### src/rtl/video_pkg.sv
// Pixel width constants and the packed-ABGR to RGB unpacking shared by the
// video stream source and its FIFO.
package video_pkg;

    localparam int CH_W     = 8;
    localparam int RGB_W    = 3 * CH_W;
    localparam int PACKED_W = 4 * CH_W;

    // Packed word is {a, b, g, r}; the stream wants {r, g, b} and drops alpha.
    function automatic logic [RGB_W-1:0] unpack_abgr_to_rgb(input logic [PACKED_W-1:0] word);
        return {word[CH_W-1:0], word[2*CH_W-1:CH_W], word[3*CH_W-1:2*CH_W]};
    endfunction

endpackage

### src/rtl/pixel_fifo.sv
// Small power-of-two FIFO of RGB pixels. The caller only writes when not full
// and only reads when not empty.
module pixel_fifo #(
    parameter int DW    = 24,
    parameter int DEPTH = 4
) (
    input  logic          clk,
    input  logic          reset,
    input  logic          wr_en,
    input  logic [DW-1:0] wr_data,
    input  logic          rd_en,
    output logic [DW-1:0] rd_data,
    output logic          full,
    output logic          empty
);

    localparam int AW = (DEPTH > 1) ? $clog2(DEPTH) : 1;
    localparam int CW = AW + 1;

    logic [DW-1:0] mem [DEPTH];
    logic [AW-1:0] wr_ptr;
    logic [AW-1:0] rd_ptr;
    logic [CW-1:0] count;

    always_ff @(posedge clk) begin
        if (wr_en) begin
            mem[wr_ptr] <= wr_data;
        end
    end

    always_ff @(posedge clk) begin
        if (!reset) begin
            wr_ptr <= '0;
            rd_ptr <= '0;
            count  <= '0;
        end else begin
            if (wr_en) begin
                wr_ptr <= wr_ptr + AW'(1);
            end
            if (rd_en) begin
                rd_ptr <= rd_ptr + AW'(1);
            end
            case ({wr_en, rd_en})
                2'b10:   count <= count + CW'(1);
                2'b01:   count <= count - CW'(1);
                default: count <= count;
            endcase
        end
    end

    assign rd_data = mem[rd_ptr];
    assign full    = (count == CW'(DEPTH));
    assign empty   = (count == '0);

endmodule

### src/rtl/video_stream_source.sv
// Turns packed 32-bit ABGR words into a framed 24-bit RGB Avalon-ST stream,
// buffering through a small FIFO and counting pixels to mark frame edges.
module video_stream_source
    import video_pkg::*;
#(
    parameter int IDW    = 31,
    parameter int ODW    = 23,
    parameter int EW     = 1,
    parameter int WIDTH  = 320,
    parameter int HEIGHT = 240,
    parameter int DEPTH  = 4
) (
    input  logic           clk,
    input  logic           reset,
    input  logic [IDW:0]   in_data,
    input  logic           in_data_valid,
    output logic           in_ready,
    input  logic           stream_ready,
    output logic [ODW:0]   stream_data,
    output logic           stream_startofpacket,
    output logic           stream_endofpacket,
    output logic [EW:0]    stream_empty,
    output logic           stream_valid,
    output logic           frame_done,
    output logic           overflow
);

    localparam int XW = (WIDTH  > 1) ? $clog2(WIDTH)  : 1;
    localparam int YW = (HEIGHT > 1) ? $clog2(HEIGHT) : 1;
    localparam logic [XW-1:0] X_LAST = XW'(WIDTH - 1);
    localparam logic [YW-1:0] Y_LAST = YW'(HEIGHT - 1);

    logic          push;
    logic          pop;
    logic          full;
    logic          empty;
    logic [ODW:0]  head;
    logic [XW-1:0] x;
    logic [YW-1:0] y;
    logic          x_last;
    logic          y_last;

    // Both sides transfer on a cycle where valid and ready are high together;
    // ready never depends on valid, and a presented beat holds until taken.
    assign in_ready = !full;
    assign push     = in_data_valid && in_ready;
    assign pop      = stream_valid && stream_ready;

    pixel_fifo #(
        .DW    (ODW + 1),
        .DEPTH (DEPTH)
    ) u_fifo (
        .clk     (clk),
        .reset   (reset),
        .wr_en   (push),
        .wr_data (unpack_abgr_to_rgb(in_data)),
        .rd_en   (pop),
        .rd_data (head),
        .full    (full),
        .empty   (empty)
    );

    assign stream_valid         = !empty;
    assign stream_data          = empty ? '0 : head;
    assign x_last               = (x == X_LAST);
    assign y_last               = (y == Y_LAST);
    assign stream_startofpacket = stream_valid && (x == '0) && (y == '0);
    assign stream_endofpacket   = stream_valid && x_last && y_last;
    assign stream_empty         = '0;

    always_ff @(posedge clk) begin
        if (!reset) begin
            x          <= '0;
            y          <= '0;
            frame_done <= 1'b0;
            overflow   <= 1'b0;
        end else begin
            frame_done <= pop && x_last && y_last;
            if (in_data_valid && !in_ready) begin
                overflow <= 1'b1;
            end
            if (pop) begin
                if (x_last) begin
                    x <= '0;
                    y <= y_last ? '0 : y + YW'(1);
                end else begin
                    x <= x + XW'(1);
                end
            end
        end
    end

endmodule

### config.mk
export PLATFORM = sky130hd
export DESIGN_NAME = video_stream_source
export DESIGN_NICKNAME = d
export VERILOG_FILES = /design/src/rtl/video_pkg.sv /design/src/rtl/pixel_fifo.sv /design/src/rtl/video_stream_source.sv
export SDC_FILE = /design/constraint.sdc
export NUM_CORES = 1
export LEC_CHECK = 0
export ABC_AREA = 1
export BUFFER_PORTS_ARGS = -buffer_cell sky130_fd_sc_hd__buf_2
export CAP_MARGIN = 20
export CORE_AREA = 2 2 124 126
export DETAILED_ROUTE_END_ITERATION = 8
export DIE_AREA = 0 0 126 128
export SETUP_SLACK_MARGIN = 0.2
export SLEW_MARGIN = 20
export SYNTH_ARGS = -nofsm -noshare
export SYNTH_HDL_FRONTEND = slang
export SYNTH_SLANG_ARGS = --single-unit
### constraint.sdc
create_clock -name clk -period 3.1 [get_ports clk]
set_clock_uncertainty 0.2 [all_clocks]
set_input_delay 0.93 -clock clk [delete_from_list [all_inputs] [get_ports clk]]
set_output_delay 0.93 -clock clk [all_outputs]
set_load 0.05 [all_outputs]
==> impl_metrics.sql <==
INSERT INTO impl_metrics (metric_group, metric, value, unit) VALUES
('layout', 'nets', '636', ''),
('placement', 'buffer_ports.inserted', '57', ''),
('run', 'max-cap-violations', '0', ''),
('power_and_ir_drop', 'power_leakage', '2.50', 'nW'),
('floorplan', 'die_area', '16100', 'sq um'),
('clock_tree', 'root_buffer_selected_by_cts', 'sky130_fd_sc_hd__clkbuf_16', ''),
('routing', 'wl_per_cell', '14.7', 'um'),
('sta', 'fin_crit', '2.81', 'ns'),
('placement', 'final_estimated_routing_congestion_in_global_placement', '0.853', ''),
('synth', 'syn_area_per_cell', '10.4', 'sq um'),
('power_and_ir_drop', 'power-per-cell-area', '906', 'nW/um^2'),
('sta', 'finalHoldViolCount', '0', ''),
('synth', 'yosysWarnings', '0', ''),
('placement', 'place_hpwl', '6.98', 'mm'),
('power_and_ir_drop', 'vdd.ir_drop.worst', '908', 'uV'),
('critical_path', 'startpoint_type', 'flop', ''),
('synth', 'syn_inst', '516', ''),
('placement', 'place.detailed.instances', '753', ''),
('synth', 'netlist.top_cell.by_area', 'sky130_fd_sc_hd__edfxtp_1', ''),
('synth', 'ys_ff_latch', '124', ''),
('critical_path', 'worst_ep_required_time', '1.97', 'ns'),
('clock_tree', 'clk_latency', '0.41', 'ns'),
('global_route', 'grtUsageTotal', '15.0', '%'),
('routing', 'viasPerCell', '4.85', ''),
('clock_tree', 'tritoncts', 'yes', ''),
('layout', 'antenna_cells', '0', ''),
('global_route', 'pin_count_of_the_biggest_net_entering_global_routing', '29', ''),
('clock_tree', 'cts-root-to-sink-buffers', '2', ''),
('synth', 'ys_top_cells_by_area', 'sky130_fd_sc_hd__edfxtp_1 (54%), sky130_fd_sc_hd__dfxtp_1 (10%), sky130_fd_sc_hd__nor2_1 (8.6%)', ''),
('sta', 'timing.final.max_slew_violations', '0', ''),
('routing', 'antenna_left', '0', ''),
('clock_tree', 'cts_inserted_buffers', '17', ''),
('critical_path', 'path_cells', 'clkinvlp_4, buf_4, nor2_1, o21ai_0, a21oi_1, buf_2', ''),
('status', 'outcome', 'finished clean', ''),
('synth', 'share_of_the_yosys_chip_area_belonging_to_registers', '64.4', '%'),
('critical_path', 'crit_path_end_kind', 'primary output', ''),
('sta', 'setup_viol', '0', ''),
('floorplan', 'placementRows', '45', ''),
('floorplan', 'width_of_the_die', '126', 'um'),
('global_route', 'grt_pass1_wl', '18.6', 'mm'),
('routing', 'vias', '3835', ''),
('critical_path', 'critical-path-max-stage-delay', '0.34', 'ns'),
('sta', 'max_freq', '356', 'MHz'),
('global_route', 'number_of_antenna_violations_at_the_first_check_in_global_routing', '1', ''),
('routing', 'post-route-drc-count', '0', ''),
('clock_tree', 'clock_sink_count', '124', ''),
('critical_path', 'critPathSlowestCell', 'sky130_fd_sc_hd__dfxtp_2', ''),
('floorplan', 'top_level_ports', '68', ''),
('layout', 'fin_cells', '790', ''),
('layout', 'area.growth.synth_to_final', '24.0', '%'),
('layout', 'drive_gt1_share', '24.3', '%'),
('synth', 'synth_cell_type_count', '33', ''),
('routing', 'routed_wirelength', '11.6', 'mm'),
('clock_tree', 'cts-hold-fix-buffers', '0', ''),
('global_route', 'grt_pass1_vias', '3678', ''),
('critical_path', 'critical_path_class', 'flop to primary output', ''),
('clock_tree', 'clk_transition_reported_paths', '0.05', 'ns'),
('synth', 'synth.cell_area', '5350', 'sq um'),
('routing', 'drt_first_iter_violations', '253', ''),
('min_path', 'hold_path_class', 'flop to flop', ''),
('critical_path', 'critical_path_arrival', '1.68', 'ns'),
('global_route', 'overflow', '0', ''),
('clock_tree', 'cts_htree_levels', '4', ''),
('floorplan', 'placeableCoreArea', '14900', 'sq um'),
('sta', 'rsz0062_at_grt', 'true', ''),
('floorplan', 'start_util', '36.0', '%'),
('critical_path', 'flop_to_flop_setup_slack', '0.86', 'ns'),
('routing', 'dr.pass1.iters', '4', ''),
('sta', 'final.setup.tns', '0', 'ns'),
('synth', 'netlist.area_leader.share', '53.9', '%'),
('sta', 'final_min_period_over_clock_period', '90.7', '%'),
('floorplan', 'die-height', '128', 'um'),
('critical_path', 'crit_path_max_fanout', '4', '');
[cell type report]
type / count / area, sq um
clock inverters: 13 / 103
repair buffers: 75 / 544
flip-flops and latches: 124 / 3460
inverters: 43 / 170
fillers: 1413 / 8230
clock buffers: 18 / 429
well taps: 188 / 235
multi-input cells: 329 / 1690
[report_power, final]
group | switching (mW) | leakage, nW | total, mW | internal [mW]
clock network | 0.690 | 0.248 | 1.77 | 1.08
registers | 0.0781 | 1.11 | 2.05 | 1.97
logic | 1.56 | 1.14 | 2.19 | 0.629
total | 2.33 | 2.50 | 6.01 | 3.68
[Yosys cell counts]
cell type                  number
sky130_fd_sc_hd__clkbuf_1       5
sky130_fd_sc_hd__edfxtp_1      96
sky130_fd_sc_hd__nor3_1         3
sky130_fd_sc_hd__buf_2          9
sky130_fd_sc_hd__fa_1           1
sky130_fd_sc_hd__nor2_1       123
sky130_fd_sc_hd__buf_4          6
sky130_fd_sc_hd__inv_1         36
sky130_fd_sc_hd__nand2_2        8
sky130_fd_sc_hd__nand3_2        1
sky130_fd_sc_hd__nand3_1       15
sky130_fd_sc_hd__nor3_2         1
sky130_fd_sc_hd__inv_2          6
sky130_fd_sc_hd__xor2_1         3
sky130_fd_sc_hd__nor2_2         1
sky130_fd_sc_hd__nand3_4        1
sky130_fd_sc_hd__nand4_1        5
sky130_fd_sc_hd__a21oi_1       40
sky130_fd_sc_hd__inv_4          1
sky130_fd_sc_hd__nand2_1       44
sky130_fd_sc_hd__nor4_1         2
sky130_fd_sc_hd__nor2_4         4
sky130_fd_sc_hd__clkbuf_2       1
sky130_fd_sc_hd__nand3b_1       1
sky130_fd_sc_hd__o21ai_1       10
sky130_fd_sc_hd__o21ai_0       51
sky130_fd_sc_hd__nand2_8        1
sky130_fd_sc_hd__dfxtp_1       28
sky130_fd_sc_hd__a31oi_1        1
sky130_fd_sc_hd__a21oi_4        1
sky130_fd_sc_hd__ha_1           9
sky130_fd_sc_hd__o21a_1         1
sky130_fd_sc_hd__conb_1         1
[worst paths after layout]
path / startpoint / to / cells past startpoint
min: overflow / overflow / 2
max reg2reg: u_fifo.count[0] / u_fifo.count[2] / 10
max: flop / stream_data[0] / 6
min reg2reg: overflow / overflow / 2
[cells in the final DEF (no fill, tap or decap), types with 2 or more instances in the layout]
| cell | n |
|---|---|
| sky130_fd_sc_hd__clkinv_2 | 2 |
| sky130_fd_sc_hd__dfxtp_2 | 7 |
| sky130_fd_sc_hd__nor2_2 | 4 |
| sky130_fd_sc_hd__buf_6 | 5 |
| sky130_fd_sc_hd__edfxtp_1 | 96 |
| sky130_fd_sc_hd__nand3_1 | 15 |
| sky130_fd_sc_hd__nand2_2 | 10 |
| sky130_fd_sc_hd__clkinvlp_4 | 5 |
| sky130_fd_sc_hd__xor2_1 | 3 |
| sky130_fd_sc_hd__clkbuf_16 | 18 |
| sky130_fd_sc_hd__conb_1 | 2 |
| sky130_fd_sc_hd__inv_2 | 6 |
| sky130_fd_sc_hd__nor2_1 | 119 |
| sky130_fd_sc_hd__nor3_1 | 3 |
| sky130_fd_sc_hd__o21ai_0 | 51 |
| sky130_fd_sc_hd__nor4_4 | 2 |
| sky130_fd_sc_hd__dfxtp_1 | 20 |
| sky130_fd_sc_hd__clkbuf_4 | 5 |
| sky130_fd_sc_hd__inv_4 | 2 |
| sky130_fd_sc_hd__clkinv_1 | 4 |
| sky130_fd_sc_hd__buf_12 | 2 |
| sky130_fd_sc_hd__o21ai_1 | 10 |
| sky130_fd_sc_hd__inv_1 | 34 |
| sky130_fd_sc_hd__nor2_4 | 5 |
| sky130_fd_sc_hd__buf_2 | 35 |
| sky130_fd_sc_hd__buf_4 | 26 |
| sky130_fd_sc_hd__ha_1 | 7 |
| sky130_fd_sc_hd__a21oi_1 | 40 |
| sky130_fd_sc_hd__nand4_1 | 5 |
| sky130_fd_sc_hd__nand2_1 | 42 |
[metal layers]
metal	share of wire [%]	GRT usage (%)
met1	44	18.5
met2	49	24.7
met3	5.8	4.63
met4	1.9	6.33
met5	0.095	0
[logic make-up (layout without fill, tap and decap cells)]
logic type | Yosys count | after routing | share of synthesized area, %
simple gates | 210 | 210 | 17.3
flops | 124 | 124 | 64.4
compound gates | 104 | 104 | 10.0
buf+inv | 64 | 149 | 5.20
fa+ha+maj | 10 | 10 | 2.48
xor+xnor | 3 | 3 | 0.492
other cells | 1 | 2 | 0.0701
[repair_timing]
action / CTS / global route
gates resized for setup: 23 / 32
gates cloned: 0 / 1
buffers inserted: 3 / 2
hold endpoints to repair: 0 / 0
pin swaps: 0 / 6
setup endpoints to repair: 25 / 25
[worst max-delay path: cells and delay by family (launching register included)]
family | cells | cell delay (ns)
flops | 1 | 0.34
compound gates | 2 | 0.21
simple gates | 1 | 0.10
buf+inv | 3 | 0.61
[registers in the layout (all words and copies together) (netlist names), named ones only]
name and cells:
u_fifo.count 3, y 8, u_fifo.rd_ptr 2, u_fifo.mem 96, frame_done 1, overflow 1, x 9, u_fifo.wr_ptr 2
[per-stage QoR]
stage / area (sq um) / util, % / power [mW] / hold slack (ns) / worst slack [ns]
2_1_floorplan: 5380 / - / 3.56 / 0.236 / 0.190
3_3_place_gp: 5900 / 39.7 / 4.06 / 0.242 / 0.442
3_5_place_dp: 5900 / 39.7 / 4.09 / 0.245 / 0.391
4_1_cts: 6520 / 43.9 / 5.96 / 0.258 / 0.194
5_1_grt: 6630 / 44.6 / 6.31 / 0.290 / 0.170
6_report: 6630 / 44.6 / 6.01 / 0.255 / 0.289
No activity file was read; power rests on OpenSTA's default activity.
